### config.mk
export PLATFORM = sky130hd
export DESIGN_NAME = in5out2_bist
export DESIGN_NICKNAME = d
export VERILOG_FILES = /design/src/rtl/in5out2_bist.sv
export SDC_FILE = /design/constraint.sdc
export NUM_CORES = 1
export LEC_CHECK = 0
export ABC_AREA = 0
export CORE_MARGIN = 2
export CORE_UTILIZATION = 53
export CTS_BUF_LIST = sky130_fd_sc_hd__clkbuf_16
export DETAILED_ROUTE_END_ITERATION = 8
export GPL_ROUTABILITY_DRIVEN = 0
export HOLD_SLACK_MARGIN = 0.03
export PLACE_DENSITY = 0.79
export SYNTH_ARGS = -nofsm -noshare
export SYNTH_HDL_FRONTEND = slang
export SYNTH_SLANG_ARGS = --single-unit
### constraint.sdc
create_clock -name CLK -period 2.1 [get_ports CLK]
set_clock_uncertainty 0.15 [all_clocks]
set_input_delay 0.42 -clock CLK [delete_from_list [all_inputs] [get_ports CLK]]
set_output_delay 0.42 -clock CLK [all_outputs]
set_load 0.02 [all_outputs]
### src/rtl/in5out2_bist.sv
// rtl/in5out2_bist.sv - power-on self-test engine for the in5out2 selector
//
// Purpose:
//   On a Start pulse, drives NUM_VECTORS pseudo-random D/A/B/C/Sel vectors
//   into in5out2. Each response is checked against an internal reference
//   model, and the block reports mismatch counts and pass/fail.
//
// Ports:
//   CLK, RST        clock, synchronous active-high reset
//   Start           run request, honoured only in IDLE or DONE
//   D, A, B, C, Sel registered stimulus to in5out2
//   Out, Out_Bar    responses from in5out2
//   Busy            high from the first APPLY through the last CHECK
//   Done, Pass      run finished / finished with zero mismatches
//   Fail_Pulse      one-cycle pulse on each mismatching vector
//   Err_Count       mismatching vectors in the current or last run
//   Vec_Count       vectors checked so far
//   First_Fail_Idx  index of the first failing vector, 8'hFF if none

module in5out2_bist #(
    parameter int unsigned NUM_VECTORS   = 100,
    parameter int unsigned SETTLE_CYCLES = 1,
    parameter logic [15:0] SEED          = 16'hACE1
) (
    input  logic       CLK,
    input  logic       RST,
    input  logic       Start,
    output logic [2:0] D,
    output logic       A,
    output logic       B,
    output logic       C,
    output logic       Sel,
    input  logic       Out,
    input  logic       Out_Bar,
    output logic       Busy,
    output logic       Done,
    output logic       Pass,
    output logic       Fail_Pulse,
    output logic [7:0] Err_Count,
    output logic [7:0] Vec_Count,
    output logic [7:0] First_Fail_Idx
);

    // An all-zero seed would lock the LFSR at zero, so substitute 1.
    localparam logic [15:0] SEED_EFF  = (SEED == 16'h0000) ? 16'h0001 : SEED;
    localparam logic [7:0]  LAST_IDX  = 8'(NUM_VECTORS - 1);
    localparam logic [3:0]  WAIT_LAST = 4'(SETTLE_CYCLES - 1);
    localparam logic [7:0]  NO_FAIL   = 8'hFF;

    typedef enum logic [2:0] {
        S_IDLE  = 3'd0,
        S_APPLY = 3'd1,
        S_WAIT  = 3'd2,
        S_CHECK = 3'd3,
        S_DONE  = 3'd4
    } state_t;

    state_t      state_q, state_d;
    logic [15:0] lfsr_q, lfsr_d;
    logic [6:0]  stim_q, stim_d;       // {Sel, C, B, A, D[2:0]}
    logic [3:0]  wait_q, wait_d;
    logic [7:0]  err_q, err_d;
    logic [7:0]  vec_q, vec_d;
    logic [7:0]  ffi_q, ffi_d;
    logic        fail_pulse_q, fail_pulse_d;

    logic [15:0] lfsr_step;
    logic        exp_bit;
    logic        mismatch;
    logic        start_ok;

    // Galois right-shift LFSR, taps 16'hB400.
    assign lfsr_step = lfsr_q[0] ? ((lfsr_q >> 1) ^ 16'hB400) : (lfsr_q >> 1);

    // Reference model works from the registered stimulus, i.e. exactly what
    // in5out2 is currently seeing.
    assign exp_bit  = stim_q[6] ? ~(stim_q[3] ^ stim_q[4] ^ stim_q[5])
                                : ((stim_q[0] & stim_q[1]) | stim_q[2]);
    // A vector failing both rails still counts once.
    assign mismatch = (Out != exp_bit) || (Out_Bar != ~exp_bit);

    assign start_ok = Start && ((state_q == S_IDLE) || (state_q == S_DONE));

    // State register and datapath flops.
    always_ff @(posedge CLK) begin
        if (RST) begin
            state_q      <= S_IDLE;
            lfsr_q       <= SEED_EFF;
            stim_q       <= 7'd0;
            wait_q       <= 4'd0;
            err_q        <= 8'd0;
            vec_q        <= 8'd0;
            ffi_q        <= NO_FAIL;
            fail_pulse_q <= 1'b0;
        end else begin
            state_q      <= state_d;
            lfsr_q       <= lfsr_d;
            stim_q       <= stim_d;
            wait_q       <= wait_d;
            err_q        <= err_d;
            vec_q        <= vec_d;
            ffi_q        <= ffi_d;
            fail_pulse_q <= fail_pulse_d;
        end
    end

    // Next-state logic.
    always_comb begin
        state_d = state_q;
        case (state_q)
            S_IDLE,
            S_DONE:  if (Start) state_d = S_APPLY;
            S_APPLY: state_d = S_WAIT;
            S_WAIT:  if (wait_q == WAIT_LAST) state_d = S_CHECK;
            S_CHECK: state_d = (vec_q == LAST_IDX) ? S_DONE : S_APPLY;
            default: state_d = S_IDLE;
        endcase
    end

    // Datapath next values.
    always_comb begin
        lfsr_d       = lfsr_q;
        stim_d       = stim_q;
        wait_d       = wait_q;
        err_d        = err_q;
        vec_d        = vec_q;
        ffi_d        = ffi_q;
        fail_pulse_d = 1'b0;

        if (start_ok) begin
            lfsr_d = SEED_EFF;
            err_d  = 8'd0;
            vec_d  = 8'd0;
            ffi_d  = NO_FAIL;
        end

        case (state_q)
            S_APPLY: begin
                stim_d = lfsr_q[6:0];
                wait_d = 4'd0;
            end
            S_WAIT: begin
                wait_d = wait_q + 4'd1;
            end
            S_CHECK: begin
                if (mismatch) begin
                    err_d        = err_q + 8'd1;
                    fail_pulse_d = 1'b1;
                    if (ffi_q == NO_FAIL) ffi_d = vec_q;
                end
                vec_d  = vec_q + 8'd1;
                lfsr_d = lfsr_step;
            end
            default: ;
        endcase
    end

    // Outputs.
    always_comb begin
        Busy = (state_q == S_APPLY) || (state_q == S_WAIT) || (state_q == S_CHECK);
        Done = (state_q == S_DONE);
        Pass = (state_q == S_DONE) && (err_q == 8'd0);
    end

    assign D              = stim_q[2:0];
    assign A              = stim_q[3];
    assign B              = stim_q[4];
    assign C              = stim_q[5];
    assign Sel            = stim_q[6];
    assign Fail_Pulse     = fail_pulse_q;
    assign Err_Count      = err_q;
    assign Vec_Count      = vec_q;
    assign First_Fail_Idx = ffi_q;

endmodule

==> results.yml <==
status:
  outcome: "completed"
route:
  vias: 2360
  via_per_inst: 5.73
  drc: 0
  drt_iter0_markers: 160
  drt_wl_total_mm: 5.84
  ant_nets: 0
  wire_per_inst_um: 14.2
  drt-pass1-iter-count: 4
grt:
  grt_pass1_wl_mm: 9.50
  grt_util_all_layers: 0.220
  grt_antenna_before_repair: 0
  grt_max_degree: 33
  gr-total-overflow: 0
  grt_pass1_vias: 2056
cells_and_area:
  drive_gt1_frac: 0.116
  diodes: 0
  syn_to_final_growth_pct: 27.3
  multi_input_area_um2: 1390
  layout.cells.non_filler: 412
  seqCellArea_um2: 1100
  nFillCells: 400
  nets: 354
worst_setup_path:
  critPathKind: "reg2out"
  arrival_ps: 1420
  startpoint: "Vec_Count[4]"
  r2r_end: "Err_Count[7]"
  ff2ff_path_depth: 4
  rrSetupSlack_ps: 150
  crit_required_ps: 1530
  cp_num_buf_inv: 1
  r2r_start: "stim_q[3]"
  critical_path.max_stage_delay_ps: 660
  cp_top_family: "buffers and inverters"
  start_kind: "flip-flop"
  cp-endpoint: "Vec_Count[4]"
  critPathMaxFanout: 8
  worst-path-stages: 1
  path_cells: "clkdlybuf4s50_1"
  crit_slowest_cell: "clkdlybuf4s50_1"
  setup.worst_path.end_class: "output pin"
pwr:
  p_leak_nw: 1.20
  power_density_nw_per_um2: 771
  p_total_mw: 2.54
  ir_drop_mv: 0.619
place:
  portBuffers: 39
  dp_cells: 404
  dp_hpwl_mm: 3.94
clocking:
  clkLatencyLatePin_ps: 290
  cts-root-buf: "clkbuf_16"
  clockBufferDepth: 2
  clk_pin_slew_ps: 70
  cts_buffers: 5
  cts_max_level: 2
  cts_tree: "yes"
  post-cts-setup-buffer-count: 0
  cts.sinks: 55
timing:
  final_hold_viol_count: 0
  finalCritPeriodShare: 0.949
  hold_ws_ps: 330
  fmaxAchievable_mhz: 502
  max_slew.worst_pin.slew_ps: 481
  slew_headroom: 0.679
  finalCriticalPeriod_ps: 1990
  setup_viol: 0
  rsz0062_at_grt: "false"
  finalMaxSlewViolations: 0
synthesis:
  ys_seq_area_frac: 0.425
  ys.flop_type: "dfxtp_1"
  synth-edff-count: 0
  synth_warnings: 0
  synth_area_um2: 2590
  syn_nets: 308
  yosys_register_bits: 55
  yosys-top-cells-count: "dfxtp_1 (55), nor2_1 (41), a21oi_1 (19)"
  synth_top_area_frac: 0.425
  synthArstFlopShare: 0
  synth_most_common_cell: "dfxtp_1"
  yosysUniqueCellTypes: 54
  synthCells: 298
  syn-mean-instance-area_um2: 8.70
  yosys.area.top_type: "dfxtp_1"
  synthTopCellsByArea: "dfxtp_1 (42%), nor2_1 (5.9%), nand2b_1 (4.3%), a21oi_1 (3.7%), nor3_1 (3.3%)"
floorplanning:
  die-height_um: 73.9
  rows: 25
  dieArea_um2: 5470
  io_pins: 40
  fp.dieW_um: 73.9
  initial_utilization: 0.549
  core_area_um2: 4720
hold_path:
  hp-class: "reg2reg"
job:
  maxCapViolations: 0
==> through the flow <==
step           instance area [µm²]  setup slack [ps]  setup TNS [ps]  utilization
2_1_floorplan                 2600               157               0            -
3_3_place_gp                  3150             -72.1            -116        0.667
3_5_place_dp                  3150             -97.2            -255        0.667
4_1_cts                       3300              2.89               0        0.698
5_1_grt                       3300              37.2               0        0.699
6_report                      3300               107               0        0.699
==> where the power goes <==
group	switching, mW	internal (mW)
Sequential	0.0397	1.09
Combinational	0.329	0.250
Clock	0.387	0.449
Total	0.755	1.79
==> area by class of cell <==
type                            count  share of cell area
Clock buffer                        5              0.0379
Clock inverter                      3             0.00682
Inverter                            6             0.00682
Multi-Input combinational cell    216               0.422
Sequential cell                    55               0.334
Tap cell                           67              0.0254
Timing Repair Buffer               60               0.167
==> kinds of logic after synthesis <==
family          synth area share
fa+ha+maj                 0.0241
mux                       0.0352
compound gates             0.180
xor+xnor                  0.0222
simple gates               0.271
flops                      0.425
buf+inv                   0.0425
==> layout by cell type, fill, tap and decap left out, drive strengths merged, types with 3 or more instances in the layout <==
cell and count:
o21ai 9, nand2b 18, clkbuf 5, buf 23
nor4 3, nor4b 3, a21oi 19, inv 8
clkdlybuf4s50 35, nand3 4, mux2i 8, nand3b 6
a22oi 9, nand2 12, o211ai 3, nand4 5
nor3b 4, o22ai 9, and2 3, dfxtp 55
xor2 3, nor2 41, ha 5, nor3 18
o221ai 3
==> state kept, by name, summed over array words and instances (netlist names) <==
| register | cells |
|---|---|
| stim_q | 7 |
| Vec_Count | 8 |
| Err_Count | 8 |
| lfsr_q | 16 |
| wait_q | 4 |
| First_Fail_Idx | 8 |
| state_q | 3 |
| Fail_Pulse | 1 |
==> routing by layer <==
| metal | GRT usage | part of all wire | up-vias |
|---|---|---|---|
| met4 | 0.0525 | 0.0087 | 0 |
| met5 | 0 | 0 | - |
| met3 | 0.0420 | 0.034 | 5 |
| met1 | 0.295 | 0.47 | 1134 |
| met2 | 0.367 | 0.49 | 50 |
| li1 | - | - | 1171 |
==> tightest hold or removal path, cell delays in order (launching register included) <==
cell and delay, ps:
dfxtp_1 330, o22ai_1 60, nand2b_1 60
==> how the worst min path moves through the flow <==
stage,depth (start not counted),startpoint,endpoint,slack [ps]
2_1_floorplan,2,lfsr_q[7],lfsr_q[7],300
3_3_place_gp,2,lfsr_q[15],lfsr_q[15],310
3_5_place_dp,2,lfsr_q[15],lfsr_q[15],320
4_1_cts,2,lfsr_q[15],lfsr_q[15],340
5_1_grt,2,lfsr_q[7],lfsr_q[7],350
6_report,2,lfsr_q[15],lfsr_q[15],330
==> repair_timing <==
item / 4_1_cts / 5_1_grt
pin swaps: 0 / 1
endpoints found under the setup margin: 2 / 2
hold buffers: 0 / 0
resized for setup: 7 / 1
(Power assumes the default switching activity.)
==> variant, RTL diff (config.mk and constraints unchanged) <==
Re-encode `state_t` (5 states) as Gray code, 3 bits wide.
--- a/src/rtl/in5out2_bist.sv
+++ b/src/rtl/in5out2_bist.sv
@@ -50,7 +50,7 @@
     typedef enum logic [2:0] {
-        S_IDLE  = 3'd0,
-        S_APPLY = 3'd1,
-        S_WAIT  = 3'd2,
-        S_CHECK = 3'd3,
-        S_DONE  = 3'd4
+        S_IDLE  = 3'b000,
+        S_APPLY = 3'b001,
+        S_WAIT  = 3'b011,
+        S_CHECK = 3'b010,
+        S_DONE  = 3'b110
     } state_t;
Check against the original RTL: no difference found for any inputs over 10 cycles, from zero or initial values and one cycle with RST high; not proved beyond that.
==> variant against the unedited design <==
Synthesized area shrank 1.2%. Cell area increased by 2.0%. Wire length grew 12%. Sequential cell count unchanged. Setup slack got worse by 0.034 ns. Total power is 14% lower. Cell count is 2.2% higher. Combinational power down 44%.
==> variant: results <==
[layout]
nets = 378
largest_register_ff_count = 16
filler_cell_count = 398
drive_gt1_frac = 0.144
footprint_of_the_multi_input_gates_mm2 = 0.00137

[grt]
grt.met1_usage = 0.362
grtUsageMet2 = 0.406
grt_util_met3 = 0.0466
grt_first_pass_wirelength_mm = 10.8
grtUsageTotal = 0.255
vias_in_the_first_global_route = 2195
grt_max_degree = 25

[cts]
cts.reportedPaths.clkPinSlew_ns = 0.07
cts_root_buf = "sky130_fd_sc_hd__clkbuf_16"
post-cts-setup-buffer-count = 0
cts.htree.levels = 2

[yosys]
synthesized_nets = 315
yosys-top-cells-area = "sky130_fd_sc_hd__dfxtp_1, sky130_fd_sc_hd__nand2_1, sky130_fd_sc_hd__nor2_1"
synthesis.area_per_instance_um2 = 8.40
synth_top_cells_by_count = "sky130_fd_sc_hd__dfxtp_1, sky130_fd_sc_hd__nand2_1, sky130_fd_sc_hd__nor2_1"
synth-seq-area-share = 0.430
yosys_warnings = 0
synth_cell_type_count = 55

[detailed_routing]
via_total_after_detailed_routing = 2477
drt-pass1-iter-count = 5
detail_route.iter0.violations = 252
route.detailed.vias_per_inst = 5.88
routed_wirelength_mm = 6.54

[placed_design]
hpwlAfterDp_mm = 4.54
place_area_mm2 = 0.00322
dp_worst_setup_slack_ns = -0.117
post-place-cells = 414
port-buffer-count = 39

[worst_setup_path]
timing.critical_path.from = "Err_Count[5]$_SDFF_PP0_"
crit_fanout = 7
crit-reg2reg-launch = "state_q[1]$_SDFFE_PP0P_"
worstPathArrival_ns = 1.46

[power_and_ir_drop]
max-vdd-ir-drop_uv = 474
static-leakage-power_nw = 1.32

[worst_hold_path]
hold_start = "lfsr_q[1]$_SDFFE_PP0P_"

[outcome]
result_of_the_run = "complete, no violations"

[timing]
timing.max_slew.rel_slack = 0.747
[variant: cell count changes after synthesis, sizes merged, moves of 8 or more]
cell and delta:
nor2 -11, a22oi -9, o22a +8, o21ai +14, o22ai -8, nand2b -16, nand2 +22
[variant: routing by layer]
layer,wire length (µm),part of all wire,vias to the layer above
met3,393,0.060,7
met5,0,0,-
met2,3180,0.49,91
met4,64,0.0098,0
li1,-,-,1227
met1,2900,0.44,1152
[variant: worst paths after layout]
kind	cells after the start	slack [ns]	endpoint
max reg2reg	5	0.09	Err_Count[3]$_SDFF_PP0_
min reg2reg	2	0.34	stim_q[1]$_SDFFE_PP0N_
min	2	0.34	stim_q[1]$_SDFFE_PP0N_
max	1	0.07	Err_Count[5]
[variant: logic make-up after synthesis]
family,synth area share
simple gates,0.256
mux,0.00830
fa+ha+maj,0.0244
flops,0.430
buf+inv,0.0464
compound gates,0.209
xor+xnor,0.0259
[variant: power breakdown]
group          leakage, nW  internal, mW  switching (mW)  total, mW
Combinational        0.804         0.142           0.182      0.325
Sequential           0.446          1.07          0.0256       1.10
Clock               0.0669         0.425           0.346      0.771
[variant: cell type report]
class | count | share of cell area
multi-input combinational | 222 | 0.406
clock buffer | 5 | 0.0371
sequential | 55 | 0.327
tap | 54 | 0.0201
clock inverter | 1 | 0.00111
inverter | 9 | 0.0100
timing repair buffer | 75 | 0.198
[variant: worst reg2reg max path, stage by stage (launching register included)]
cell	delay [ns]
sky130_fd_sc_hd__dfxtp_1	0.33
sky130_fd_sc_hd__buf_4	0.21
sky130_fd_sc_hd__or3b_1	0.42
sky130_fd_sc_hd__or4_1	0.47
sky130_fd_sc_hd__a211oi_1	0.22
sky130_fd_sc_hd__o21bai_2	0.14
